==> src/rtl/cpri_pkg_hdr_parser.sv <==
// cpri_pkg_hdr_parser: per-link CPRI uplink packet framer.
// Finds packet boundaries on the receive word stream and decodes the header
// word. Only PUSCH payload is forwarded, marked with start/end flags, and
// short or overlong packets raise error pulses.
// Optional feature macro: PKG_ERR_CNT_EN adds saturating 16-bit short/long
// error counters with a synchronous clear input.
module cpri_pkg_hdr_parser #(
  parameter int PKG_WORDS  = 48,
  parameter int PUSCH_TYPE = 8
) (
  input  logic                         i_clk,
  input  logic                         i_reset,
  input  logic [63:0]                  i_cpri_rx_data,
  input  logic                         i_cpri_rx_vld,
`ifdef PKG_ERR_CNT_EN
  input  logic                         i_cnt_clr,
  output logic [15:0]                  o_short_cnt,
  output logic [15:0]                  o_long_cnt,
`endif
  output logic                         o_hdr_vld,
  output logic [3:0]                   o_pkg_type,
  output logic [7:0]                   o_prb0_idx,
  output logic [7:0]                   o_prb1_idx,
  output logic [6:0]                   o_slot_idx,
  output logic [3:0]                   o_symb_idx,
  output logic [3:0]                   o_ant0_idx,
  output logic [3:0]                   o_ant1_idx,
  output logic [63:0]                  o_data,
  output logic                         o_data_vld,
  output logic                         o_sop,
  output logic                         o_eop,
  output logic [$clog2(PKG_WORDS)-1:0] o_word_idx,
  output logic                         o_err_short,
  output logic                         o_err_long
);

  localparam int CW = $clog2(PKG_WORDS);
  localparam logic [CW-1:0] LAST_IDX = CW'(PKG_WORDS - 1);
  localparam logic [3:0]    PUSCH_T  = 4'(PUSCH_TYPE);

  typedef enum logic [1:0] {IDLE, PAYLOAD, TAIL, DROP} state_t;

  state_t        state, state_nxt;
  logic [CW-1:0] cnt, cnt_nxt;
  logic          long_seen, long_seen_nxt;
  logic          vld_p1;
  logic          hdr_start;

  logic          hdr_vld_nxt;
  logic          data_vld_nxt;
  logic          sop_nxt;
  logic          eop_nxt;
  logic          err_short_nxt;
  logic          err_long_nxt;

  // A header is a valid word following an idle cycle. vld_p1 resets high so a
  // burst already running at reset release is never mistaken for a header.
  assign hdr_start = i_cpri_rx_vld & ~vld_p1;

  // State register, payload word counter and edge-detect history
  always_ff @(posedge i_clk or posedge i_reset) begin
    if (i_reset) begin
      state     <= IDLE;
      cnt       <= '0;
      long_seen <= 1'b0;
      vld_p1    <= 1'b1;
    end else begin
      state     <= state_nxt;
      cnt       <= cnt_nxt;
      long_seen <= long_seen_nxt;
      vld_p1    <= i_cpri_rx_vld;
    end
  end

  // Next-state logic and next-cycle output strobes
  always_comb begin
    state_nxt     = state;
    cnt_nxt       = cnt;
    long_seen_nxt = long_seen;
    hdr_vld_nxt   = 1'b0;
    data_vld_nxt  = 1'b0;
    sop_nxt       = 1'b0;
    eop_nxt       = 1'b0;
    err_short_nxt = 1'b0;
    err_long_nxt  = 1'b0;
    case (state)
      IDLE: begin
        if (hdr_start) begin
          hdr_vld_nxt   = 1'b1;
          cnt_nxt       = '0;
          long_seen_nxt = 1'b0;
          state_nxt     = (i_cpri_rx_data[39:36] == PUSCH_T) ? PAYLOAD : DROP;
        end
      end
      PAYLOAD: begin
        if (i_cpri_rx_vld) begin
          data_vld_nxt = 1'b1;
          sop_nxt      = (cnt == '0);
          eop_nxt      = (cnt == LAST_IDX);
          if (cnt == LAST_IDX) begin
            state_nxt = TAIL;
          end else begin
            cnt_nxt = cnt + 1'b1;
          end
        end else begin
          // Burst ended early; forwarded words stay, no end marker follows.
          err_short_nxt = 1'b1;
          state_nxt     = IDLE;
        end
      end
      TAIL: begin
        if (!i_cpri_rx_vld) begin
          state_nxt = IDLE;
        end else if (!long_seen) begin
          err_long_nxt  = 1'b1;
          long_seen_nxt = 1'b1;
        end
      end
      DROP: begin
        if (!i_cpri_rx_vld) begin
          state_nxt = IDLE;
        end
      end
      default: state_nxt = IDLE;
    endcase
  end

  // Registered outputs; header fields and payload data hold between strobes
  always_ff @(posedge i_clk or posedge i_reset) begin
    if (i_reset) begin
      o_hdr_vld   <= 1'b0;
      o_pkg_type  <= '0;
      o_prb0_idx  <= '0;
      o_prb1_idx  <= '0;
      o_slot_idx  <= '0;
      o_symb_idx  <= '0;
      o_ant0_idx  <= '0;
      o_ant1_idx  <= '0;
      o_data      <= '0;
      o_data_vld  <= 1'b0;
      o_sop       <= 1'b0;
      o_eop       <= 1'b0;
      o_word_idx  <= '0;
      o_err_short <= 1'b0;
      o_err_long  <= 1'b0;
    end else begin
      o_hdr_vld   <= hdr_vld_nxt;
      o_data_vld  <= data_vld_nxt;
      o_sop       <= sop_nxt;
      o_eop       <= eop_nxt;
      o_err_short <= err_short_nxt;
      o_err_long  <= err_long_nxt;
      if (hdr_vld_nxt) begin
        o_pkg_type <= i_cpri_rx_data[39:36];
        o_prb0_idx <= i_cpri_rx_data[35:28];
        o_prb1_idx <= i_cpri_rx_data[27:20];
        o_slot_idx <= i_cpri_rx_data[18:12];
        o_symb_idx <= i_cpri_rx_data[11:8];
        o_ant0_idx <= i_cpri_rx_data[7:4];
        o_ant1_idx <= i_cpri_rx_data[3:0];
      end
      if (data_vld_nxt) begin
        o_data     <= i_cpri_rx_data;
        o_word_idx <= cnt;
      end
    end
  end

`ifdef PKG_ERR_CNT_EN
  function automatic logic [15:0] sat_inc(input logic [15:0] v);
    return (v == 16'hFFFF) ? v : v + 16'd1;
  endfunction

  // Saturating error counters; clear wins over a same-cycle increment
  always_ff @(posedge i_clk or posedge i_reset) begin
    if (i_reset) begin
      o_short_cnt <= '0;
      o_long_cnt  <= '0;
    end else if (i_cnt_clr) begin
      o_short_cnt <= '0;
      o_long_cnt  <= '0;
    end else begin
      if (o_err_short) o_short_cnt <= sat_inc(o_short_cnt);
      if (o_err_long)  o_long_cnt  <= sat_inc(o_long_cnt);
    end
  end
`endif

endmodule

==> config.mk <==
export PLATFORM = sky130hd
export DESIGN_NAME = cpri_pkg_hdr_parser
export DESIGN_NICKNAME = d
export VERILOG_FILES = /design/src/rtl/cpri_pkg_hdr_parser.sv
export SDC_FILE = /design/constraint.sdc
export NUM_CORES = 1
export LEC_CHECK = 0
export ABC_AREA = 0
export CORE_MARGIN = 1
export CORE_UTILIZATION = 29
export DETAILED_ROUTE_END_ITERATION = 12
export MAX_ROUTING_LAYER = met4
export PLACE_DENSITY = 0.62
export SLEW_MARGIN = 40
export SYNTH_ARGS = -nofsm -noshare
export SYNTH_HDL_FRONTEND = slang
export SYNTH_SLANG_ARGS = --single-unit
==> constraint.sdc <==
create_clock -name i_clk -period 4 [get_ports i_clk]
set_input_delay 0.4 -clock i_clk [delete_from_list [all_inputs] [get_ports i_clk]]
set_output_delay 0.4 -clock i_clk [all_outputs]
set_load 0.005 [all_outputs]
# Word level (Yosys, flattened, before mapping)
# Cells that the tools add are included.
# word_totals
register_bits	125
inputBits	67
output_inout_bits	115
word_cells	67
# classes
n_addsub	1
eq_ne	11
mux	26
n_bitwise	2
n_reduce_logical	8
# ops
operator	count
$mux 6	3
$mux 1	15
$pmux 6 s2	1
$mux 2	5
$ne 2x2->1 const B	5
$add 6x1->6 const B	1
$eq 6x6->1 const B	1
$logic_not 6->1	1
$pmux 2 s3	1
$reduce_and 3->1	2
$eq 2x2->1 const B	2
$eq 4x4->1 const B	1
$reduce_and 4->1	1
$reduce_bool 2->1	2
$ne 3x3->1 const B	1
$eq 2x1->1 const B	1
$logic_not 2->1	1
$pmux 1 s2	1
$reduce_or 2->1	1
$and 1x1->1	1
$not 1->1	1

# Logic depth before layout (Yosys ltp)
# Gate-level depths: netlist of run 1.
# depth
ltp_word	4
mapped_depth	7
ltp_nobuf	5

# Least setup slack after synthesis of run 1
# No wires, ideal clock.
# synth_timing
path_kind	register -> register
startpoint	register cnt[0]
endpoint	register cnt[5]
setup_ps	124
arrival_ps	1375
required_time_ps	3876
slack_ps	2501
path_stages_with_launch	6
n_path_buf	0
synth_period_minus_slack_ps	1499
path_cell_list	dfrtp_1 ha_1 nand3_1 nor3_2 or2_1 a211o_1
# synth_via
elab_chain_cells	4
word_cells_on_any_way	7
cone_classes	1 x add/sub; 2 x eq/ne; 3 x mux; 1 x reduce/logical
# synth_lines
item	line	text
start: declaration	44	logic [CW-1:0] cnt, cnt_nxt;
start signal: assignment	69	cnt <= cnt_nxt;
$add 6x1->6	103	cnt_nxt = cnt + 1'b1;
$mux 6	100	if (cnt == LAST_IDX) begin
$mux 6	96	if (i_cpri_rx_vld) begin
$pmux 6 s2	86	case (state)
# Several ways; a longest one is shown, not always the timed one. The select of a mux whose other input is x is not followed.
# A chain may end at the register's enable or synchronous reset.

# Worst setup path in the final report of run 1
# layout_timing
startpoint	input i_cpri_rx_vld
endpoint	register o_ant1_idx[2]
# layout_via
elab_chain_cells	3
# layout_lines
item	line	text
start: declaration	14	input logic i_cpri_rx_vld,
$and 1x1->1	58	assign hdr_start = i_cpri_rx_vld & ~vld_p1;
$mux 1	88	if (hdr_start) begin
$mux 1	86	
end signal: assignment	160	o_ant1_idx <= i_cpri_rx_data[3:0];
end: declaration	27	output logic [3:0] o_ant1_idx,
# Every way passes these cells.

==> summary.md, run 1 <==
| Metric | Value |
|---|---|
| Run status | completed |
| Worst setup SP type | input port |
| CP Class | input port to flop |
| Unrepaired setup endpoints after global routing | no |
| Util after Layout | around 47% |
| Detailed router's first-iteration violation count | 103 |
| Synthesized area | roughly 4800 µm² |
| PD cells | 579 nW/µm² |
| Final ANT Viol Nets | 0 |
| Maxcap violations | 0 |
| DRC Markers | 0 |
| Grt total ovfl | 0 |
| Total Power | approximately 4.3 mW |
| Detail Placement HPWL | 7510 µm |
| Fmax | 0.573 GHz |
| Syn Inst Count | 310 |
| Iteration count of the initial detailed-routing pass | 4 |
| Yosys cell types | 30 |
| CP cell instances | clkdlybuf4s50_1 > nand2b_1 > nor3_4 > buf_4 > mux2_2 |
| First-pass GRT wire length | 17,300 µm |
| Layout cells sized above 1 | a little over a quarter |
| Top Usage Layer GRT | met2 |
| CP max-delay cell | clkdlybuf4s50_1 |
| Initial Utilization | 29.9% |
| Global Route met2 Usage | 21.5% |
| Worst skew pair latency | about 400 ps |
| Synth Net Count | approximately 380 |
| Yosys warning count | 0 |
| CP Data Arrival Time | 2030 ps |
| Vias per cell | 4.34 |
| Hold Slack | 429 ps |
| Layout fillers | roughly 1,500 |
| Io pins | between 150 and 200 |
| Non-Filler Instances | approximately 730 |
| Worst-path clk slew | approximately 50 ps |
| CTS resizes | 0 |
| Static Leak | roughly 3.2 nW |
| Initial antenna violation count | 0 |
| Post-layout minimum cycle time | 1750 ps |
| Final worst-path cycle share | 43.6% |
| Hold crit path type | flop to flop |
| NumNets Final | 570 |
| Std-Cell Core Area | 15,900 µm² |
| DR vias | 3,167 |
| Crit path capture type | flop |
| TritonCTS buffer count | 17 |
| Met1 Use GR | 16.5% |
| Port buffer count | between 150 and 200 |
| CTS tree | yes |
| Setup bufs post-CTS | 0 |
| Yosys reg bits | 125 |
| Largest net degree at the start of global routing | slightly below 80 |
| Die ar. | 17,000 µm² |
| Num Clock Sinks | 125 |
| Area Overhead vs Synth | 55.7% |
| Worst path required time | 4290 ps |
| GPL Wtd Cong | 0.770 |
| Worst-case vdd ir drop | 0.347 mV |
| Final setup TNS | 0 ps |
| Worst Tran Pin Value | around 700 ps |
| Drt wl/cell | 14.9 µm |
| CTS H-tree lvls | 4 |
| Seq/Total Area, Yosys | 65.7% |
| Pins over their slew limit | 0 |
| Routed WL | 10,900 µm |
| Worst Clk Skew | 3.48 ps |
| Final Hold Vio Count | 0 |
| Global Route met3 Usage | roughly 5.5% |
| Vias in the first global route | 3,376 |
| Hold Buf Count CTS | 0 |
| Die Y-Extent | 130 µm |
| Mean post-synth cell area | 15.4 µm² |
| Site Rows | 46 |
| All-Layer GR Usage | 14.1% |
| Critical-path maximum fanout | 23 |
| Horiz. Die Dim | about 130 µm |
| Final setup violation count | 0 |
| Antenna cells | 0 |
| Relative slew slack | 54.0% |
| DP Cell Count | 698 |
| CTS max path bufs | 2 |
| Worst stage delay on the critical path | 620 ps |
| CTS root buffer | clkbuf_16 |
## state kept, by name (all words and copies together), names as in the netlist, 2 cells and up
name,flops
o_prb1_idx,8
o_data,64
state,2
o_pkg_type,4
o_ant0_idx,4
o_word_idx,6
o_slot_idx,7
o_prb0_idx,8
o_ant1_idx,4
o_symb_idx,4
cnt,6
## synth_stat cells (all sizes together)
master  number  area (µm²)
dfstp        1        26.3
nand2b       3        18.8
inv          4        15.0
and3         2        12.5
o21ai        8        40.0
o31ai        1        7.51
a21o         1        7.51
nor2b        1        6.26
a211o        1        8.76
a21oi        2        10.0
nor3b        1        7.51
ha           2        25.0
dfrtp      124        3100
nor3         5        35.0
o31a         1        8.76
nor2         7        26.3
or2          1        6.26
nor4b        1        8.76
nand2       17        63.8
nand3b       3        22.5
mux2       104        1170
o41ai        1        16.3
or4b         1        10.0
and2         2        12.5
nand3        2        10.0
nor4         1        6.26
buf         13        80.1
## power by group
group          switching [mW]  internal (mW)
logic                   0.313          0.765
clock network           0.509          0.993
registers               0.154           1.56
## cell usage in the layout, fill, tap and decap left out, types with 3 or more instances in the layout
cell type	count
clkdlybuf4s50_1	181
dfrtp_1	124
nand2_1	17
clkbuf_8	5
nor3_1	3
inv_1	3
nand2b_1	3
clkbuf_16	17
o21ai_0	8
nand3b_1	3
clkinv_2	3
nor2_1	7
clkbuf_1	3
mux2_2	103
## worst paths after layout
| kind | start | to | slack [ps] | cells past startpoint |
|---|---|---|---|---|
| max | i_cpri_rx_vld | o_ant1_idx[2] | 2250 | 5 |
| min | long_seen | o_err_long | 430 | 1 |
| max reg2reg | cnt[0] | cnt[1] | 2290 | 5 |
| min reg2reg | long_seen | o_err_long | 430 | 1 |
| max in group asynchronous | i_reset | o_data[47] | 2710 | 3 |
| min in group asynchronous | i_reset | o_data[51] | 460 | 2 |
## area by class of cell
type,count,area (µm²),share of cell area [%]
Multi-Input combinational cell,168,1550,20.9
Inverter,4,17.5,0.236
Clock inverter,6,82.6,1.11
Tap cell,216,270,3.64
Clock buffer,25,505,6.81
Sequential cell,125,3130,42.2
Timing Repair Buffer,185,1870,25.2
## metrics by stage
step	instance area (µm²)	worst slack, ps
4_1_cts	7420	2270
6_report	7420	2250
3_3_place_gp	6830	1900
2_1_floorplan	4770	274
5_1_grt	7420	2130
3_5_place_dp	6830	1830
## routing by layer
layer	up-vias	wire, µm
li1	1467	-
met1	1574	4590
met2	114	5260
met3	12	840
met4	0	183
met5	-	0
## worst max-delay path, delay by kind of cell
family / cells / cell delay (ps)
and+or+nand+nor: 2 / 300
muxes: 1 / 380
buffers and inverters: 2 / 950
## cell families (layout without fill, tap and decap cells)
| kind of cell | count (synthesis) | after routing | share of synthesized area [%] |
|---|---|---|---|
| buffers and inverters | 17 | 220 | 2.00 |
| and+or+nand+nor | 47 | 47 | 5.17 |
| muxes | 104 | 104 | 24.6 |
| adders and majority gates | 2 | 2 | 0.525 |
| AOI/OAI and AO/OA | 15 | 15 | 2.07 |
| DFF | 125 | 125 | 65.7 |
Note: power is estimated with default switching activity, not from simulation.
==> inputs of run 2 (changes only) <==
Settings changed: PLACE_DENSITY 0.62 to 0.6.
Clock period 4 ns to 1.7 ns, I/O delays scaled along.
==> run 2 against run 1 <==
Sequential power is 130% higher. Via count is 2.1% higher. Wire length is 1.5% lower. Non-clock buffer count is 15 higher. Clock skew is 2.4 ps higher. Count of clock-buffer cells in the layout is 4 lower. Cell count is 2.2% higher. Critical path depth stayed put. First-iteration DRC count is 5.8% lower. Clock power is 140% higher. Die area stayed put. Setup slack worse by 2100 ps. Largest power group unchanged.
==> summary.md, run 2 (synthesized netlist as in run 1, its figures left out) <==
| Metric | Value |
|---|---|
| Std-Cell Core Area | about 16,000 µm² |
| Detailed router's first-iteration violation count | 97 |
| Registers with the most flip-flops | o_data (64), o_prb0_idx (8), o_prb1_idx (8) |
| Final worst-path cycle share | 93.2% |
| Worst reg2reg startpoint | cnt[0] |
| Antenna cells | 0 |
| Vias in the first global route | about 3,400 |
| Worst skew pair latency | 410 ps |
| Layout cells sized above 1 | about 30% |
| Final ANT Viol Nets | 0 |
| Setup bufs post-CTS | 0 |
| CTS root buffer | clkbuf_16 |
| Io pins | 182 |
| Final Hold Vio Count | 0 |
| Hold Slack | about 67 ps |
| R2R Path End | cnt[5] |
| Site Rows | 46 |
| Critical-path maximum fanout | 5 |
| CTS tree | yes |
| Final setup TNS | 0 ps |
| First-pass GRT wire length | about 17,000 µm |
| Relative slew slack | 76.3% |
| Num Clock Sinks | about 130 |
| R2R setup slack | 120 ps |
| Most frequent cells in the layout | 181 x clkdlybuf4s50_1, 124 x dfrtp_1, 103 x mux2_2 |
| Worst Clk Skew | between 5 and 6 ps |
| Worst Reg-to-Reg Cells | 5 |
| CP Data Arrival Time | 1870 ps |
| Drt wl/cell | 14.4 µm |
| Worst path required time | between 1500 and 2000 ps |
| Die Y-Extent | 130 µm |
| Hold crit path type | input port to asynchronous set/reset pin |
| Die ar. | between 15,000 and 20,000 µm² |
| CTS H-tree lvls | 4 |
| All-Layer GR Usage | between 10% and 20% |
| Layout fillers | between 1,000 and 1,500 |
| PD cells | 1350 nW/µm² |
| Critical Path Source | cnt[0] |
| CP Class | flop to flop |
| Crit path capture type | flop |
| DRC Markers | 0 |
| Total Power | 10.2 mW |
| Crit path to | cnt[5] |
| Worst-case vdd ir drop | 0.959 mV |
| TritonCTS buffer count | 17 |
| Iteration count of the initial detailed-routing pass | 4 |
| Util after Layout | 47.7% |
| Worst-path clk slew | 50 ps |
| Largest net degree at the start of global routing | 64 |
| Hold Buf Count CTS | 0 |
| Unrepaired setup endpoints after global routing | no |
| Worst Tran Pin Value | 355 ps |
| Routed WL | 10,700 µm |
| Fmax | ~0.63 GHz |
| Grt total ovfl | 0 |
| Horiz. Die Dim | approximately 130 µm |
| Worst setup SP type | flop |
| Post-layout minimum cycle time | around 1600 ps |
| Initial Utilization | about 30% |
| Port buffer count | 181 |
| Maxcap violations | 0 |
| Pins over their slew limit | 0 |
| Static Leak | 3.24 nW |
| NumNets Final | 585 |
| DR vias | 3,233 |
| Run status | completed |
| CTS max path bufs | 2 |
| GPL Wtd Cong | ~0.76 |
| Detail Placement HPWL | 7680 µm |
| Most common cell after layout, fill and taps aside | clkdlybuf4s50_1 |
| Final setup violation count | 0 |
| Vias per cell | 4.34 |
| Initial antenna violation count | 0 |
| Area Overhead vs Synth | 59.4% |
| CTS resizes | 0 |
| Largest Register | o_data |
| Largest register FFs | 64 |
run 2: layer usage:
metal / wire length, µm / part of all wire [%] / GRT usage [%] / vias up
met2: 5370 / 50 / 21.9 / 113
met5: 0 / 0 / - / -
met3: 829 / 7.7 / 6.19 / 12
li1: - / - / - / 1500
met1: 4400 / 41 / 15.1 / 1608
met4: 123 / 1.1 / 4.72 / 0
run 2: per-stage QoR:
stage | area [µm²] | std cells | setup slack [ps]
floorplan | 4770 | 310 | -8.47
global placement | 7000 | 713 | -64.7
detailed placement | 7000 | 713 | -95.1
CTS | 7600 | 745 | 108
global route | 7600 | 745 | 28.1
finish | 7600 | 745 | 116
run 2: worst min path at each step:
stage                      end
floorplan               vld_p1
global placement    o_err_long
detailed placement  o_err_long
CTS                 o_data[47]
global route        o_data[48]
finish              o_data[47]
run 2: layout make-up:
type	count	area, µm²	share of cell area (%)
flip-flops and latches	125	3130	41.2
repair buffers	200	2030	26.7
multi-input cells	168	1550	20.4
clock buffers	21	460	6.06
well taps	216	270	3.56
clock inverters	11	141	1.86
inverters	4	18.8	0.247
run 2: report_power, final:
group	total [mW]	internal (mW)	switching (mW)
Combinational	2.56	1.83	0.732
Clock	3.64	2.37	1.27
Sequential	4.03	3.68	0.356
Total	10.2	7.88	2.36
run 2: critical path: stages (launching register included):
cell	delay, ps
dfrtp_1	430
ha_1	260
nand3_1	140
nor3_2	80
or2_1	250
a211o_1	300
==> inputs of run 3 (changes only) <==
Settings changed: REMOVE_ABC_BUFFERS set to 1.
==> run 3 against run 2 <==
Setup slack improved by 53 ps. Critical path depth fell by 1. Sequential share of layout area rose by 0.10 points. Largest cell class unchanged. Highest routed layer unchanged. Maximum frequency rose by 3.5%. Register-to-register slack improved by 50 ps. Clock power fell by 6.6%.
==> summary.md, run 3 (synthesized netlist as in run 1, its figures left out) <==
| Metric | Value |
|---|---|
| Most common cell after layout, fill and taps aside | clkdlybuf4s50_1 |
| Fin worst setup slack | 170 ps |
| Final Hold Vio Count | 0 |
| Flop pwr share | 40.3% |
| DR vias | around 3,300 |
| Gate power share | 25.8% |
| Final ANT Viol Nets | 0 |
| Run status | completed |
| Worst-path clk slew | 50 ps |
| Final instance area | roughly 7600 µm² |
| Std-Cell Core Area | roughly 16,000 µm² |
| CTS tree | yes |
| Fmax | 0.653 GHz |
| Worst path required time | 1990 ps |
| Final worst-path cycle share | 90.0% |
| Final setup violation count | 0 |
| Place WS | -60.6 ps |
| Setup bufs post-CTS | 0 |
| Num Clock Sinks | between 100 and 150 |
| Relative slew slack | 76.9% |
| Io pins | 182 |
| Worst Clk Skew | 13.9 ps |
| CP Data Arrival Time | about 1800 ps |
| TritonCTS buffer count | 17 |
| All-Layer GR Usage | 14.5% |
| PD cells | between 1000 and 1500 nW/µm² |
| Detail Placement HPWL | 8130 µm |
| Area Overhead vs Synth | 59.0% |
| Vias per cell | 4.38 |
| Largest net degree at the start of global routing | 57 |
| Initial antenna violation count | 0 |
| Grt total ovfl | 0 |
| Worst setup SP type | flop |
| Routed WL | 11,300 µm |
| Clock power share | 33.9% |
| Initial Utilization | 29.9% |
| Worst skew pair latency | 410 ps |
| Hold crit path type | input port to asynchronous set/reset pin |
| GPL Wtd Cong | between 0.7 and 0.8 |
| Register Area | 3130 µm² |
| Net Sw Frac | 23.2% |
| Unrepaired setup endpoints after global routing | no |
| Crit path capture type | flop |
| Worst-case vdd ir drop | 0.724 mV |
| CTS resizes | 0 |
| Pins over their slew limit | 0 |
| Vias in the first global route | 3,516 |
| Largest register FFs | 64 |
| Critical-path maximum fanout | 36 |
| Iteration count of the initial detailed-routing pass | 4 |
| Horiz. Die Dim | 130 µm |
| Port buffer count | 181 |
| First-pass GRT wire length | 17,700 µm |
| P_sw | 2.33 mW |
| CTS max path bufs | 2 |
| CP Class | flop to flop |
| Worst Tran Pin Value | 342 ps |
| CTS root buffer | clkbuf_16 |
| CTS H-tree lvls | 4 |
| Most frequent cells in the layout | 181 x clkdlybuf4s50_1, 124 x dfrtp_1, 103 x mux2_2 |
| Largest Register | o_data |
| Registers with the most flip-flops | o_data (64), o_prb0_idx (8), o_prb1_idx (8) |
| Maxcap violations | 0 |
| Final setup TNS | 0 ps |
| DRC Markers | 0 |
| Layout fillers | 1,411 |
| NumNets Final | 584 |
| Post-DP Area | 7010 µm² |
| Post-layout minimum cycle time | 1530 ps |
| Hold Buf Count CTS | 0 |
| Drt wl/cell | 15.1 µm |
| Die Y-Extent | 130 µm |
| Die ar. | 17,000 µm² |
| Site Rows | 46 |
| Antenna cells | 0 |
| Total Power | roughly 10 mW |
| Layout cells sized above 1 | 29.4% |
| Detailed router's first-iteration violation count | 96 |
| Multi-input logic area | 1550 µm² |
| Static Leak | around 3.2 nW |
| Internal | between 7 and 8 mW |
-- run 3: worst paths after layout --
check | from | endpoint | slack (ps) | cells past startpoint
worst max-delay path | state[0] | o_prb0_idx[6] | 170 | 4
worst min-delay path | i_reset | o_data[14] | 60 | 2
worst max register to register | state[0] | o_prb0_idx[6] | 170 | 4
worst min register to register | long_seen | o_err_long | 420 | 1
max in group asynchronous | i_reset | o_data[1] | 1130 | 3
min in group i_clk | i_cpri_rx_data[44] | o_data[44] | 380 | 2
-- run 3: layout make-up --
cell class	instances	area share, %
clock buffers	26	6.72
clock inverters	6	0.759
inverters	4	0.231
multi-input cells	168	20.4
flip-flops and latches	125	41.3
well taps	216	3.57
repair buffers	199	27.0
-- run 3: power by group through the flow --
stage / clock, mW / combinational [mW] / sequential (mW)
floorplan: 0 / 0.769 / 4.11
global placement: 0 / 2.60 / 4.07
detailed placement: 0 / 2.63 / 4.10
CTS: 3.52 / 2.64 / 4.06
global route: 3.67 / 2.78 / 4.14
finish: 3.40 / 2.59 / 4.05
-- run 3: through the flow --
stage	hold slack [ps]	instances	util (%)
floorplan	174	297	-
global route	58.4	744	47.5
CTS	48.2	744	47.5
finish	62.1	744	47.5
global placement	413	712	44.0
detailed placement	419	712	44.0
-- run 3: metal layers --
layer | part of all wire, % | vias to the layer above | GRT usage (%)
li1 | - | 1504 | -
met1 | 42 | 1652 | 16.4
met2 | 51 | 92 | 23.2
met3 | 5.7 | 11 | 5.62
met4 | 1.2 | 0 | 4.99
met5 | 0 | - | -
-- run 3: worst max-delay path, stage by stage (launching register included) --
cell and delay, ps:
dfrtp_1 390, nand2b_1 190, nor3_4 180, buf_12 260, mux2_2 380
